File: src/rtl/ps2_mem_arbiter.sv
// Round-robin arbiter sharing the PS/2 scan-code memory port between N_REQ requesters.
// Optional WAIT-state timeout enabled by defining PS2_ARB_TIMEOUT_EN.
module ps2_mem_arbiter #(
  parameter int unsigned N_REQ          = 2,
  parameter int unsigned ADDR_W         = 32,
  parameter int unsigned DATA_W         = 8,
  parameter int unsigned TIMEOUT_CYCLES = 1024
) (
  input  logic                    i_clk,
  input  logic                    i_rst_n,
  input  logic [N_REQ-1:0]        i_req,
  input  logic [N_REQ-1:0]        i_wren,
  input  logic [N_REQ*ADDR_W-1:0] i_addr,
  output logic [N_REQ-1:0]        o_ack,
  output logic [N_REQ-1:0]        o_err,
  output logic [DATA_W-1:0]       o_rdata,
  output logic                    o_busy,
  output logic                    o_mem_req,
  output logic [ADDR_W-1:0]       o_mem_addr,
  output logic                    o_mem_wren,
  input  logic [DATA_W-1:0]       i_mem_data,
  input  logic                    i_mem_done
);

  localparam int unsigned IDX_W = (N_REQ > 1) ? $clog2(N_REQ) : 1;

  localparam logic [1:0] S_IDLE  = 2'd0;
  localparam logic [1:0] S_ISSUE = 2'd1;
  localparam logic [1:0] S_WAIT  = 2'd2;
  localparam logic [1:0] S_RESP  = 2'd3;

  logic [1:0]        state, state_nxt;
  logic [IDX_W-1:0]  rr_ptr, rr_ptr_nxt;
  logic [IDX_W-1:0]  grant, grant_nxt;
  logic              done_q;
  logic              done_edge;
  logic              timeout_hit;
  logic              pick_vld;
  logic [IDX_W-1:0]  pick_idx;
  logic [ADDR_W-1:0] sel_addr;
  logic              sel_wren;
  logic [N_REQ-1:0]  ack_nxt;
  logic [DATA_W-1:0] rdata_nxt;
  logic              busy_nxt;
  logic              mem_req_nxt;
  logic [ADDR_W-1:0] mem_addr_nxt;
  logic              mem_wren_nxt;

  // done is accepted only on its rising edge, tracked in every state
  assign done_edge = i_mem_done & ~done_q;

  // first requester at or above rr_ptr, wrapping
  always_comb begin
    pick_vld = 1'b0;
    pick_idx = '0;
    for (int unsigned k = 0; k < N_REQ; k++) begin
      if (!pick_vld && i_req[IDX_W'((32'(rr_ptr) + k) % N_REQ)]) begin
        pick_vld = 1'b1;
        pick_idx = IDX_W'((32'(rr_ptr) + k) % N_REQ);
      end
    end
  end

  always_comb begin
    sel_addr = '0;
    sel_wren = 1'b0;
    for (int unsigned k = 0; k < N_REQ; k++) begin
      if (pick_idx == IDX_W'(k)) begin
        sel_addr = ADDR_W'(i_addr >> (k * ADDR_W));
        sel_wren = i_wren[IDX_W'(k)];
      end
    end
  end

`ifdef PS2_ARB_TIMEOUT_EN
  localparam int unsigned CNT_W = $clog2(TIMEOUT_CYCLES + 1);

  logic [CNT_W-1:0] wait_cnt;

  // counts WAIT cycles; held at zero elsewhere so it restarts on each WAIT entry
  always_ff @(posedge i_clk or negedge i_rst_n) begin
    if (!i_rst_n) begin
      wait_cnt <= '0;
    end else if (state != S_WAIT) begin
      wait_cnt <= '0;
    end else begin
      wait_cnt <= wait_cnt + CNT_W'(1);
    end
  end

  assign timeout_hit = (state == S_WAIT) && (wait_cnt == CNT_W'(TIMEOUT_CYCLES - 1));

  // a done edge in the expiry cycle takes priority, so no error then
  always_ff @(posedge i_clk or negedge i_rst_n) begin
    if (!i_rst_n) begin
      o_err <= '0;
    end else if (timeout_hit && !done_edge) begin
      o_err <= N_REQ'(1) << grant;
    end else begin
      o_err <= '0;
    end
  end
`else
  logic [31:0] unused_timeout;

  assign unused_timeout = TIMEOUT_CYCLES;
  assign timeout_hit    = 1'b0;
  assign o_err          = '0;
`endif

  always_comb begin
    state_nxt    = state;
    rr_ptr_nxt   = rr_ptr;
    grant_nxt    = grant;
    ack_nxt      = '0;
    rdata_nxt    = o_rdata;
    mem_req_nxt  = 1'b0;
    mem_addr_nxt = o_mem_addr;
    mem_wren_nxt = o_mem_wren;
    case (state)
      S_IDLE: begin
        if (pick_vld) begin
          state_nxt    = S_ISSUE;
          grant_nxt    = pick_idx;
          mem_req_nxt  = 1'b1;
          mem_addr_nxt = sel_addr;
          mem_wren_nxt = sel_wren;
        end
      end
      S_ISSUE: state_nxt = S_WAIT;
      S_WAIT: begin
        if (done_edge) begin
          state_nxt      = S_RESP;
          ack_nxt[grant] = 1'b1;
          rdata_nxt      = i_mem_data;
        end else if (timeout_hit) begin
          state_nxt      = S_RESP;
          ack_nxt[grant] = 1'b1;
          rdata_nxt      = '0;
        end
      end
      S_RESP: begin
        state_nxt  = S_IDLE;
        rr_ptr_nxt = (grant == IDX_W'(N_REQ - 1)) ? '0 : grant + IDX_W'(1);
      end
      default: state_nxt = S_IDLE;
    endcase
    busy_nxt = (state_nxt != S_IDLE);
  end

  always_ff @(posedge i_clk or negedge i_rst_n) begin
    if (!i_rst_n) begin
      state      <= S_IDLE;
      rr_ptr     <= '0;
      grant      <= '0;
      done_q     <= 1'b0;
      o_ack      <= '0;
      o_rdata    <= '0;
      o_busy     <= 1'b0;
      o_mem_req  <= 1'b0;
      o_mem_addr <= '0;
      o_mem_wren <= 1'b0;
    end else begin
      state      <= state_nxt;
      rr_ptr     <= rr_ptr_nxt;
      grant      <= grant_nxt;
      done_q     <= i_mem_done;
      o_ack      <= ack_nxt;
      o_rdata    <= rdata_nxt;
      o_busy     <= busy_nxt;
      o_mem_req  <= mem_req_nxt;
      o_mem_addr <= mem_addr_nxt;
      o_mem_wren <= mem_wren_nxt;
    end
  end

endmodule

File: config.mk
export PLATFORM = sky130hd
export DESIGN_NAME = ps2_mem_arbiter
export DESIGN_NICKNAME = d
export VERILOG_FILES = /design/src/rtl/ps2_mem_arbiter.sv
export SDC_FILE = /design/constraint.sdc
export NUM_CORES = 1
export LEC_CHECK = 0
export CORE_MARGIN = 5
export CORE_UTILIZATION = 42
export CTS_CLUSTER_SIZE = 8
export DETAILED_ROUTE_END_ITERATION = 12
export PLACE_DENSITY = 0.84
export SYNTH_ARGS = -nofsm -noshare
export SYNTH_HDL_FRONTEND = slang
export SYNTH_SLANG_ARGS = --single-unit
File: constraint.sdc
create_clock -name i_clk -period 2.9 [get_ports i_clk]
set_input_delay 0.725 -clock i_clk [delete_from_list [all_inputs] [get_ports i_clk]]
set_output_delay 0.725 -clock i_clk [all_outputs]
set_load 0.03 [all_outputs]
==> impl_summary.md <==
Power
The power density over the cells is 1070 mW/mm^2. The overall power consumption is 3900 uW. The largest vdd supply drop is 0.745 mV. The static power due to leakage is 0.00146 uW.

STA
The ratio of final minimum period to clock period is 0.785. The final max-slew violation count is 0. Timing would allow up to 439 MHz. For the final routed database, the setup TNS stands at 0 ns.

The hold violation count in the final report is 0. The minimum clock period after layout is 2.28 ns. Setup repair after global routing left no endpoint under its margin. The worst-case clock skew is 0.00993 ns. The slew at the pin closest to its max-slew limit is 0.897 ns. Measured against its own limit, the worst slew margin works out to 0.402. Setup violations remaining at the end of the flow were counted as 0.

Hold path
The class of the tightest hold or removal check is reg -> reg. Along the worst hold path, the cell count comes to 1. The worst hold path begins at grant.

The worst min-delay path endpoint is o_ack[0].

Floorplanning
Row generation in the floorplan step produced 27 rows. The initial core utilization is 0.425. The width of the die is 84.2 microns. The number of top-level pins is 126. The die outline height is 84.2 microns. The overall die area is 0.00709 sq mm.

The core region is 0.00544 sq mm.

Critical path
The worst register-to-register path ends at o_mem_addr[12]. In this run the critical register-to-register path is launched from state[0]. The number of cells on the worst reg-to-reg path is 5. STA puts the critical path data arrival time at 2.49 ns. The category of the critical setup timing path is in -> reg. For flop-to-flop paths, the worst setup slack is 1.21 ns.

The timing startpoint of the critical path is i_req[1]. The critical path required time is 3.12 ns. The critical path endpoint category is a flip-flop. Of all nets on the critical path, the largest fanout is 33. The nature of the critical path startpoint is an input pin.

Clock network
The post-CTS setup buffer count is 0. Clock tree synthesis selected as its root buffer the cell sky130_fd_sc_hd__clkbuf_8. The clock transition at the register clock pins on the worst setup and hold paths after CTS is 0.10 ns. The post-cts repair resize count is 0. The number of clock buffers added by TritonCTS is 5.

The clock sink count is 50. The level count of the clock H-tree is 2. For the worst-skew pair, the clock arrives at the later sink with an insertion delay of 0.29 ns. For this design, the CTS-stage hold fixing added 0 buffers. The clock tree from TritonCTS is done.

The worst-case clock buffer depth is 2.

Yosys
The Yosys step of the flow raised 0 warnings. The proportion of synthesized chip area in sequential cells is 0.541. The synthesized design contains 0 enable-type register cells. The most common cell in the netlist is sky130_fd_sc_hd__dfrtp_1.

The area share of the largest cell type after synthesis is 0.541. The post-synthesis cell count is 238. Of all cell types, the one taking the most synthesized area is sky130_fd_sc_hd__dfrtp_1.

The cell area after synthesis is 0.00231 sq mm. The synthesized flop and latch total is 50. The average instance in the mapped netlist occupies 9.72 sq um. The leading register cell type out of synthesis is sky130_fd_sc_hd__dfrtp_1. Ranked by total cell area, the synthesized netlist is headed by sky130_fd_sc_hd__dfrtp_1, sky130_fd_sc_hd__a31oi_1, sky130_fd_sc_hd__nand3_1, sky130_fd_sc_hd__o21ai_0, sky130_fd_sc_hd__nor2_1. Counting instances in the post-synthesis netlist gives the leading cell types as sky130_fd_sc_hd__dfrtp_1, sky130_fd_sc_hd__nor2_1, sky130_fd_sc_hd__nand3_1. After synthesis, the share of flip-flops with an asynchronous set or reset is 1.00.

Counting distinct cell types in the post-synthesis netlist gives 23.

Global route
The global-route wire length before repair is 10800 microns. The global-route usage over all layers is 0.183. Entering global routing, the biggest net connects 69 pins. The via count of the first global-routing pass was 2191.

The total overflow left after global routing is 0. The initial antenna violation count was 0.

Placed design
Routability-driven placement finished with a final weighted congestion of 0.771. The count of input and output buffers is 123. Once detailed placement completed, the half-perimeter wirelength came to 4840 microns.

Layout
After the last flow step, the layout net total stands at 433. The proportion of layout cells with a drive suffix above 1 is 0.0684. The total inserted antenna cells is 0. Compared with the post-synthesis result, the final layout area differs by 58.2%.

Route
Once detail routing completed, the nets flagged for antenna violations numbered 0. For this block, the via count after detailed routing is 2177. The first-pass iteration count of the detailed router is 5.

In the routed design, unresolved DRC markers number 0. The initial detailed-routing violation count is 107. The average via count per standard cell is 5.15. The routed wire length per instance is 15.5 microns. The total wire length after detailed routing is 6550 microns.

Outcome
The flow ran to the end, and the final reports show no timing, DRC or antenna violations.

Job
Max-cap violations in this run came to 0.
-- state kept, by name (all words and copies together) (netlist names) --
signal,count
o_mem_req,1
o_busy,1
o_mem_addr,32
rr_ptr,1
o_ack,2
state,2
done_q,1
o_mem_wren,1
o_rdata,8
grant,1
-- logic make-up (layout without fill, tap and decap cells) --
| kind of cell | after synthesis | count (layout) | share of synthesized area |
|---|---|---|---|
| muxes | 8 | 8 | 0.0389 |
| AOI/OAI and AO/OA | 70 | 70 | 0.175 |
| adders and majority gates | 4 | 4 | 0.0216 |
| and+or+nand+nor | 77 | 77 | 0.151 |
| other | 1 | 2 | 0.00162 |
| buffers and inverters | 28 | 140 | 0.0708 |
| DFF | 50 | 50 | 0.541 |
-- area by class of cell --
class,count,area [sq um]
clock inverter,3,68.8
clock buffer,5,68.8
fill,441,1780
sequential,50,1250
inverter,4,15.0
multi-input combinational,161,902
timing repair buffer,128,1260
tap,72,90.1
-- metal layers --
metal,global-route usage,wire [microns]
met5,0,0
met4,0.0292,76
met3,0.0393,383
met2,0.337,3440
met1,0.224,2650
-- critical path: stages --
cell	delay, ns
sky130_fd_sc_hd__clkdlybuf4s50_1	0.60
sky130_fd_sc_hd__inv_1	0.72
sky130_fd_sc_hd__o21ai_0	0.25
sky130_fd_sc_hd__a31oi_1	0.19
-- cell usage in the layout (no fill, tap or decap) --
cell                              netlist  routed
sky130_fd_sc_hd__clkinv_4               0       1
sky130_fd_sc_hd__o21ai_0               32      32
sky130_fd_sc_hd__mux2_2                 8       8
sky130_fd_sc_hd__conb_1                 1       2
sky130_fd_sc_hd__o21ai_1                2       2
sky130_fd_sc_hd__a211oi_1               1       1
sky130_fd_sc_hd__inv_1                  4       4
sky130_fd_sc_hd__a21oi_1                1       1
sky130_fd_sc_hd__clkdlybuf4s50_1        0     122
sky130_fd_sc_hd__nand2b_1               1       1
sky130_fd_sc_hd__a31oi_1               33      33
sky130_fd_sc_hd__bufinv_16              0       2
sky130_fd_sc_hd__or2_1                  1       1
sky130_fd_sc_hd__o21a_4                 1       1
sky130_fd_sc_hd__ha_1                   4       4
sky130_fd_sc_hd__clkbuf_8               0       5
sky130_fd_sc_hd__dfrtp_1               50      50
sky130_fd_sc_hd__nand3_1               34      34
sky130_fd_sc_hd__nor4b_1                1       1
sky130_fd_sc_hd__nand3b_1               1       1
sky130_fd_sc_hd__nor2_1                38      38
sky130_fd_sc_hd__buf_4                  3       5
sky130_fd_sc_hd__buf_2                 10       1
sky130_fd_sc_hd__and2b_2                1       1
-- metrics by stage --
| step | utilization | setup slack [ns] | hold slack (ns) | instance area [sq um] | std cells |
|---|---|---|---|---|---|
| floorplan | - | 1.40 | 0.426 | 2320 | 239 |
| global placement | 0.648 | 0.354 | 0.442 | 3520 | 415 |
| detailed placement | 0.648 | 0.302 | 0.450 | 3520 | 415 |
| CTS | 0.673 | 0.602 | 0.466 | 3660 | 423 |
| global route | 0.673 | 0.397 | 0.512 | 3660 | 423 |
| finish | 0.673 | 0.624 | 0.463 | 3660 | 423 |
-- power breakdown --
group | internal, uW | total, uW | switching, uW
clock network | 346 | 574 | 228
logic | 897 | 2110 | 1220
registers | 1040 | 1210 | 177
total | 2280 | 3900 | 1620
-- how the worst max path moves through the flow --
stage                endpoint  slack, ns  depth (start not counted)
4_1_cts         o_mem_addr[1]       0.60                          4
6_report        o_mem_addr[1]       0.62                          4
5_1_grt        o_mem_addr[12]       0.40                          4
2_1_floorplan          o_busy       1.40                          4
3_5_place_dp    o_mem_addr[1]       0.30                          4
3_3_place_gp   o_mem_addr[29]       0.35                          4
Note: power is estimated with default switching activity, not from simulation.
